`src/rtl/cpu_program_sequencer.sv`:
```
// ============================================================================
//  Module   : cpu_program_sequencer
//  Purpose  : Loadable program memory plus a small sequencer that issues one
//             operand pair and control byte per instruction to the CPU `top`
//             block and captures its out_Q result after a fixed latency.
//  Revision : 1.0  initial release
// ============================================================================
`default_nettype none

module cpu_program_sequencer #(
  parameter int           DEPTH     = 16,
  parameter int           ADDR_W    = 4,
  parameter int           EXEC_LAT  = 1,
  parameter logic [7:0]   HALT_CTRL = 8'hFF
) (
  input  logic              in_clk,
  input  logic              in_rst_n,
  input  logic              in_load_en,
  input  logic [ADDR_W-1:0] in_load_addr,
  input  logic [15:0]       in_load_data,
  input  logic              in_start,
  input  logic [3:0]        in_Q,
  output logic [3:0]        out_A,
  output logic [3:0]        out_B,
  output logic [7:0]        out_ctrl_bus,
  output logic [ADDR_W-1:0] out_pc,
  output logic              out_busy,
  output logic [3:0]        out_result,
  output logic              out_result_valid,
  output logic              out_done
);

  // Wait counter only needs to hold EXEC_LAT, which never exceeds 7.
  localparam int                CNT_W   = 3;
  localparam logic [ADDR_W-1:0] PC_LAST = ADDR_W'(DEPTH - 1);

  typedef enum logic [1:0] {
    S_IDLE  = 2'd0,
    S_FETCH = 2'd1,
    S_EXEC  = 2'd2,
    S_DONE  = 2'd3
  } state_t;

  state_t            state_q, state_d;
  logic [ADDR_W-1:0] pc_q, pc_d;
  logic [3:0]        a_q, a_d;
  logic [3:0]        b_q, b_d;
  logic [7:0]        ctrl_q, ctrl_d;
  logic [CNT_W-1:0]  cnt_q, cnt_d;
  logic [3:0]        result_q, result_d;
  logic              valid_q, valid_d;
  logic              done_q, done_d;
  logic              busy_q, busy_d;

  logic [15:0]       mem_q [DEPTH];
  logic              mem_we;
  logic [15:0]       fetch_word;

  // Loads are honoured only while idle so a running program cannot be altered.
  assign mem_we     = (state_q == S_IDLE) && in_load_en;
  assign fetch_word = mem_q[pc_q];

  // Program memory: plain register array, deliberately untouched by reset.
  always_ff @(posedge in_clk) begin
    if (mem_we) begin
      mem_q[in_load_addr] <= in_load_data;
    end
  end

  // Next-state and registered-output computation for the sequencer.
  always_comb begin
    state_d  = state_q;
    pc_d     = pc_q;
    a_d      = a_q;
    b_d      = b_q;
    ctrl_d   = ctrl_q;
    cnt_d    = cnt_q;
    result_d = result_q;
    valid_d  = 1'b0;
    done_d   = 1'b0;

    case (state_q)
      S_IDLE: begin
        // A load in the same cycle takes priority over a start request.
        if (!in_load_en && in_start) begin
          pc_d    = '0;
          state_d = S_FETCH;
        end
      end
      S_FETCH: begin
        if (fetch_word[15:8] == HALT_CTRL) begin
          state_d = S_DONE;
          done_d  = 1'b1;
        end else begin
          ctrl_d  = fetch_word[15:8];
          a_d     = fetch_word[7:4];
          b_d     = fetch_word[3:0];
          cnt_d   = CNT_W'(EXEC_LAT);
          state_d = S_EXEC;
        end
      end
      S_EXEC: begin
        if (cnt_q != '0) begin
          cnt_d = cnt_q - 1'b1;
        end else begin
          result_d = in_Q;
          valid_d  = 1'b1;
          ctrl_d   = '0;
          a_d      = '0;
          b_d      = '0;
          // The last address ends the run; the counter never wraps.
          if (pc_q == PC_LAST) begin
            state_d = S_DONE;
            done_d  = 1'b1;
          end else begin
            pc_d    = pc_q + ADDR_W'(1);
            state_d = S_FETCH;
          end
        end
      end
      S_DONE: begin
        state_d = S_IDLE;
      end
      default: begin
        state_d = S_IDLE;
      end
    endcase

    busy_d = (state_d == S_FETCH) || (state_d == S_EXEC);
  end

  // State and output registers with asynchronous abort on reset.
  always_ff @(posedge in_clk or negedge in_rst_n) begin
    if (!in_rst_n) begin
      state_q  <= S_IDLE;
      pc_q     <= '0;
      a_q      <= '0;
      b_q      <= '0;
      ctrl_q   <= '0;
      cnt_q    <= '0;
      result_q <= '0;
      valid_q  <= 1'b0;
      done_q   <= 1'b0;
      busy_q   <= 1'b0;
    end else begin
      state_q  <= state_d;
      pc_q     <= pc_d;
      a_q      <= a_d;
      b_q      <= b_d;
      ctrl_q   <= ctrl_d;
      cnt_q    <= cnt_d;
      result_q <= result_d;
      valid_q  <= valid_d;
      done_q   <= done_d;
      busy_q   <= busy_d;
    end
  end

  assign out_A            = a_q;
  assign out_B            = b_q;
  assign out_ctrl_bus     = ctrl_q;
  assign out_pc           = pc_q;
  assign out_busy         = busy_q;
  assign out_result       = result_q;
  assign out_result_valid = valid_q;
  assign out_done         = done_q;

endmodule

`default_nettype wire

```
`config.mk`:
```
export PLATFORM = sky130hd
export DESIGN_NAME = cpu_program_sequencer
export DESIGN_NICKNAME = d
export VERILOG_FILES = /design/src/rtl/cpu_program_sequencer.sv
export SDC_FILE = /design/constraint.sdc
export NUM_CORES = 1
export LEC_CHECK = 0
export BUFFER_PORTS_ARGS = -buffer_cell sky130_fd_sc_hd__buf_2
export CORE_UTILIZATION = 40
export CTS_BUF_LIST = sky130_fd_sc_hd__clkbuf_8
export DETAILED_ROUTE_END_ITERATION = 12
export PLACE_DENSITY_LB_ADDON = 0.15
export SLEW_MARGIN = 15
export SYNTH_ARGS = -nofsm -noshare
export SYNTH_HDL_FRONTEND = slang
export SYNTH_SLANG_ARGS = --single-unit
export TNS_END_PERCENT = 20
```
`constraint.sdc`:
```
create_clock -name in_clk -period 2.75 [get_ports in_clk]
set_input_delay 0.4125 -clock in_clk [delete_from_list [all_inputs] [get_ports in_clk]]
set_output_delay 0.4125 -clock in_clk [all_outputs]
set_load 0.01 [all_outputs]
```
==> results.py, run 1 <==
metrics = {
    "critical_path": {
        "cp.buffers_inverters": 2,
        "crit_top_cell": "mux4_2",
        "worstPathRequired_ps": 3180,
        "worstPathMaxFanout": 16,
        "slowest_stage": "dfrtp_4",
        "reg2reg_depth": 8,
        "r2r_end": "out_A[0]",
        "cpLargestDelayFamily": "multiplexers",
        "critPathKind": "reg -> reg",
        "r2r-start": "out_pc[0]",
        "arrival_ps": 3050,
        "startpoint_type": "flip-flop",
        "crit_chain": "buf_4 > mux4_2 > mux4_2 > and3_4 > nand4_4 > nand3_2 > buf_12 > a22o_1",
        "r2r_setup_slack_ps": 130,
        "slowest_delay_ps": 580,
        "worst_setup_path_end_kind": "flip-flop",
    },
    "timing": {
        "finClkSkew_ps": 17.47,
        "tightest_slew_ps": 793.6,
        "post-route-period-util": 0.9527,
        "setup_viol": 0,
        "finalHoldViolations": 0,
        "fin_ws_ps": 130.2,
        "maxSlewHeadroom": 0.4710,
        "clock.fmax_mhz": 381.7,
        "drv_slew": 0,
        "grt_setup_unrepaired": "false",
        "finalSetupTns_ps": 0,
        "min_period_ps": 2620,
    },
    "routing": {
        "vias": 5677,
        "drtIter0Drc": 476,
        "vias_per_cell": 5.261,
        "wl_mm": 26.36,
        "drt_first_pass_iters": 5,
        "drc": 0,
        "detail-route-antenna-nets": 0,
        "routedWlPerCell_um": 24.43,
    },
    "cells_and_area": {
        "area_delta_synth_final_pct": 16.94,
        "regArea_sq_um": 8493,
        "drive_gt1_frac": 0.3471,
        "fillers": 2319,
        "nets": 699,
        "final_area_sq_um": 13170,
        "final_cell_mix": "edfxtp_1, mux4_2, buf_2",
        "final_common_cell": "edfxtp_1",
        "fin_cells": 1079,
        "multi_input_area_sq_um": 2619,
    },
    "grt": {
        "grt_pass1_vias": 5922,
        "grt.total_usage": 0.1906,
        "antenna_found_initial": 1,
        "overflow": 0,
        "grt_first_pass_wirelength_mm": 38.96,
        "grt_max_degree": 33,
    },
    "floorplan": {
        "io_pins": 55,
        "die_w_um": 169.8,
        "chipHeight_um": 169.8,
        "placementRows": 61,
        "start_util": 0.4064,
        "coreArea_sq_um": 27710,
        "dieArea_sq_um": 28820,
    },
    "synthesis": {
        "syn_inst": 539,
        "yosysUniqueCellTypes": 41,
        "async_flop_share": 0.1111,
        "ys.flop_type": "edfxtp_1",
        "yosysWarningCount": 0,
        "synth.net_count": 574,
        "yosysSeqAreaShare": 0.7539,
        "avgSynthCellArea_sq_um": 20.89,
        "syn_area_sq_um": 11260,
        "synth_edf_count": 256,
        "ys_ff_latch": 288,
    },
    "placed_design": {
        "dp_hpwl_mm": 15.88,
        "placed_cell_area_sq_um": 12270,
        "pre_cts_ws_ps": 27.71,
        "dp_cells": 987,
        "io_buffers": 54,
        "routabilityCongestion": 0.7713,
    },
    "clock_network": {
        "clock_latency_ps": 550,
        "cts_sinks": 288,
        "clk_pin_slew_ps": 60,
        "cts_made_buffers": 46,
        "h-tree-depth": 2,
        "ctsLongestPathBuffers": 3,
        "post_cts_resized": 0,
        "cts_tree": "built",
        "root_buffer": "clkbuf_8",
    },
    "min_path": {
        "min_path_cells": 3,
        "hp-start": "in_Q[1]",
        "hp-class": "in -> reg",
        "hold_path_end": "out_result[1]",
    },
    "power": {
        "p_per_area_nw_per_um2": 829.9,
        "vdd_ir_drop_max_mv": 0.3060,
        "p_total_mw": 10.93,
        "total_leakage_power_nw": 4.484,
    },
    "status": {
        "outcome": "completed",
    },
    "run": {
        "max_cap_violations": 0,
    },
}
## worst min-delay path, stage by stage
cell and delay (ps):
buf_2 70, nand2_1 40, nand2_1 40
## final cells by class
cell class	instances	area share
Tap cell	378	0.03592
Inverter	8	0.002281
Multi-Input combinational cell	219	0.1989
Sequential cell	288	0.6451
Clock buffer	47	0.04913
Clock inverter	37	0.01435
Timing Repair Buffer	101	0.05417
Antenna cell	1	0.0001901
## sequential cells by signal, summed over array words and instances (netlist names)
register and cells:
out_ctrl_bus 8, out_A 4, cnt_q 3, out_result_valid 1, out_result 4, out_pc 4
out_busy 1, mem_q 256, out_done 1, state_q 2, out_B 4
## Yosys cell counts (5+ instances only)
library cell	number	share of area
buf_2	7	0.0031
a22oi_1	12	0.0080
nor2b_1	5	0.0028
nand2b_1	5	0.0028
a22o_1	16	0.012
ha_1	7	0.0078
nand2_1	29	0.0097
edfxtp_1	256	0.68
buf_6	5	0.0050
mux4_1	10	0.023
o21ai_0	8	0.0036
clkbuf_1	8	0.0027
dfrtp_1	32	0.071
inv_1	8	0.0027
mux4_2	59	0.12
mux2i_1	9	0.0080
nor2_1	25	0.0083
## logic make-up (layout without fill, tap and decap cells)
logic type / after synthesis / in the layout / share of synthesized area
buffers and inverters: 32 / 193 / 0.01800
other: 0 / 1 / 0
AOI/OAI and AO/OA: 47 / 47 / 0.03223
and+or+nand+nor: 85 / 85 / 0.03723
DFF: 288 / 288 / 0.7539
muxes: 78 / 78 / 0.1493
adders and majority gates: 7 / 7 / 0.007778
xor gates and xnor gates: 2 / 2 / 0.001556
## worst max path at each step
stage | startpoint | to | slack [ps] | cells past startpoint
after floorplan | state_q[0] | mem_q[0][0] | 90 | 5
after global placement | out_pc[0] | out_A[2] | 50 | 5
after detailed placement | out_pc[0] | out_A[2] | 30 | 5
after CTS | out_pc[0] | out_A[2] | 10 | 5
after global routing | out_pc[0] | out_ctrl_bus[2] | 10 | 9
final | out_pc[0] | out_A[0] | 130 | 8
## report_power, final
part / switching [mW] / total [mW] / internal [mW]
clock: 1.63 / 3.32 / 1.69
combinational: 1.20 / 2.35 / 1.15
sequential: 0.206 / 5.25 / 5.05
total: 3.04 / 10.9 / 7.89
## metrics by stage
| stage | hold slack, ps | utilization |
|---|---|---|
| after floorplan | 116.9 | - |
| after global placement | 453.7 | 0.4430 |
| after detailed placement | 465.2 | 0.4430 |
| after CTS | 20.26 | 0.4735 |
| final | 57.83 | 0.4752 |
| after global routing | 38.23 | 0.4751 |
## layer usage
| metal | share of wire | vias to the layer above | global-route usage |
|---|---|---|---|
| li1 | - | 2489 | - |
| met4 | 0.018 | 0 | 0.05562 |
| met5 | 0 | - | 0 |
| met3 | 0.057 | 38 | 0.03731 |
| met2 | 0.47 | 185 | 0.2965 |
| met1 | 0.46 | 2965 | 0.2730 |
## what timing repair did
action / in CTS / in global routing
hold buffers: 1 / 0
setup buffers: 0 / 6
endpoints found under the hold margin: 32 / 0
setup endpoints to repair: 0 / 19
Note: power is estimated with default switching activity, not from simulation.
==> run 2, diff against run 1 <==
--- a/config.mk
+++ b/config.mk
@@ -6,10 +6,11 @@
 export NUM_CORES = 1
 export LEC_CHECK = 0
 export BUFFER_PORTS_ARGS = -buffer_cell sky130_fd_sc_hd__buf_2
-export CORE_UTILIZATION = 40
+export CORE_ASPECT_RATIO = 1.1
+export CORE_UTILIZATION = 50
 export CTS_BUF_LIST = sky130_fd_sc_hd__clkbuf_8
 export DETAILED_ROUTE_END_ITERATION = 12
-export PLACE_DENSITY_LB_ADDON = 0.15
+export PLACE_DENSITY = 0.7
 export SLEW_MARGIN = 15
 export SYNTH_ARGS = -nofsm -noshare
 export SYNTH_HDL_FRONTEND = slang
==> results.py, run 2 (same netlist as run 1, synthesis figures left out) <==
metrics = {
    "floorplan": {
        "coreArea_sq_um": 22110,
        "placementRows": 57,
        "dieArea_sq_um": 23120,
        "die_w_um": 145.1,
        "start_util": 0.5093,
        "chipHeight_um": 159.4,
        "io_pins": 55,
    },
    "min_path": {
        "hp-class": "in -> reg",
    },
    "routing": {
        "drt_first_pass_iters": 5,
        "wl_mm": 24.86,
        "drtIter0Drc": 486,
        "routedWlPerCell_um": 25.11,
        "detail-route-antenna-nets": 0,
        "vias": 5788,
        "drc": 0,
        "vias_per_cell": 5.846,
    },
    "cells_and_area": {
        "largest_reg_flops": 256,
        "final_cell_mix": "edfxtp_1, mux4_2, buf_2",
        "max_flop_register": "mem_q",
        "fin_cells": 990,
        "fin_util": 0.5883,
        "fillers": 1622,
        "drive_gt1_frac": 0.3401,
        "final_common_cell": "edfxtp_1",
        "multi_input_area_sq_um": 2625,
        "nets": 695,
        "regArea_sq_um": 8493,
        "area_delta_synth_final_pct": 15.51,
    },
    "timing": {
        "tightest_slew_ps": 741.3,
        "finalHoldViolations": 0,
        "setup_viol": 0,
        "post-route-period-util": 0.9709,
        "grt_setup_unrepaired": "false",
        "min_period_ps": 2670,
        "clock.fmax_mhz": 374.5,
        "drv_slew": 0,
        "finalSetupTns_ps": 0,
        "maxSlewHeadroom": 0.5058,
        "finClkSkew_ps": 21.52,
    },
    "power": {
        "vdd_ir_drop_max_mv": 0.4286,
        "total_leakage_power_nw": 4.469,
        "p_seq_frac": 0.485,
        "pwr-share-comb": 0.218,
        "swShare": 0.2768,
        "p_per_area_nw_per_um2": 832.1,
        "internal_power_mw": 7.826,
        "p_switching_mw": 2.996,
        "power_frac_clock": 0.297,
        "p_total_mw": 10.82,
    },
    "critical_path": {
        "worstPathRequired_ps": 3170,
        "slowest_delay_ps": 560,
        "slowest_stage": "dfrtp_4",
        "critPathKind": "reg -> reg",
        "worstPathMaxFanout": 12,
        "crit_chain": "buf_4 > mux4_2 > mux4_2 > and3_4 > nand4_4 > nand3_2 > buf_4 > a22o_1",
        "cp.buffers_inverters": 2,
        "startpoint_type": "flip-flop",
        "arrival_ps": 3090,
        "worst_setup_path_end_kind": "flip-flop",
        "cpLargestDelayFamily": "multiplexers",
    },
    "grt": {
        "grt_max_degree": 33,
        "antenna_found_initial": 0,
        "overflow": 0,
        "grt.total_usage": 0.2251,
        "grt_pass1_vias": 6124,
        "grt_first_pass_wirelength_mm": 37.89,
    },
    "placed_design": {
        "routabilityCongestion": 0.8539,
        "dp_cells": 901,
        "io_buffers": 54,
        "dp_hpwl_mm": 14.96,
    },
    "clock_network": {
        "cts_tree": "built",
        "clock_latency_ps": 550,
        "h-tree-depth": 2,
        "ctsLongestPathBuffers": 3,
        "cts_sinks": 288,
        "cts_made_buffers": 44,
        "clk_pin_slew_ps": 60,
        "root_buffer": "clkbuf_8",
    },
    "run": {
        "max_cap_violations": 0,
    },
    "status": {
        "outcome": "completed",
    },
}
run 2: cell count changes in the layout (fill, tap and decap cells not counted), sizes merged:
cell    before  now
clkinv      24   16
buf        100   97
inv         18   24
clkbuf      47   46
run 2: layout make-up:
cell class                      count  share of cell area
Clock buffer                       45             0.04762
Inverter                            8            0.002309
Tap cell                          295             0.02838
Multi-Input combinational cell    219              0.2018
Sequential cell                   288              0.6530
Clock inverter                     35             0.01356
Timing Repair Buffer               99             0.05310
Antenna cell                        1           0.0001924
run 2: what timing repair did:
item                                    CTS  global route
resized for setup                         0             1
hold buffers                              1             0
gates cloned                              0             1
pin swaps                                 0             0
buffers inserted                          3             3
endpoints found under the setup margin    3            10
endpoints found under the hold margin    32             0
run 2: metal layers:
metal / vias up / track usage / wire (um)
li1: 2471 / - / -
met1: 3003 / 0.3096 / 10400
met2: 253 / 0.3577 / 12020
met3: 61 / 0.03840 / 1621
met4: 0 / 0.09952 / 818
met5: - / 0 / 0
run 2: worst min-delay path: stages:
cell	delay [ps]
buf_2	70
nand2_1	40
nand2_1	50
run 2: stage by stage:
step / hold slack (ps) / cell area, sq um / worst slack (ps)
2_1_floorplan: 116.9 / 11260 / 86.79
3_3_place_gp: 453.0 / 12110 / 47.91
3_5_place_dp: 467.0 / 12110 / 11.74
4_1_cts: 61.82 / 12950 / 83.29
5_1_grt: 85.66 / 13000 / 1.235
6_report: 81.77 / 13010 / 80.06
run 2: final timing paths:
path                       slack (ps)            end          start  cells past startpoint
max in group asynchronous        1740      out_pc[0]       in_rst_n                      2
hold reg to reg                   480  out_result[1]  out_result[1]                      2
setup reg to reg                   80       out_B[2]      out_pc[0]                      8
setup / recovery                   80       out_B[2]      out_pc[0]                      8
hold / removal                     80  out_result[2]        in_Q[2]                      3
min in group asynchronous         470       cnt_q[2]       in_rst_n                      2
run 2: power groups by stage:
stage	combinational [mW]	clock, mW	sequential, mW
2_1_floorplan	1.54	0	5.32
4_1_cts	2.32	3.26	5.25
6_report	2.36	3.21	5.25
3_3_place_gp	2.17	0	5.34
5_1_grt	2.53	3.47	5.27
3_5_place_dp	2.26	0	5.35
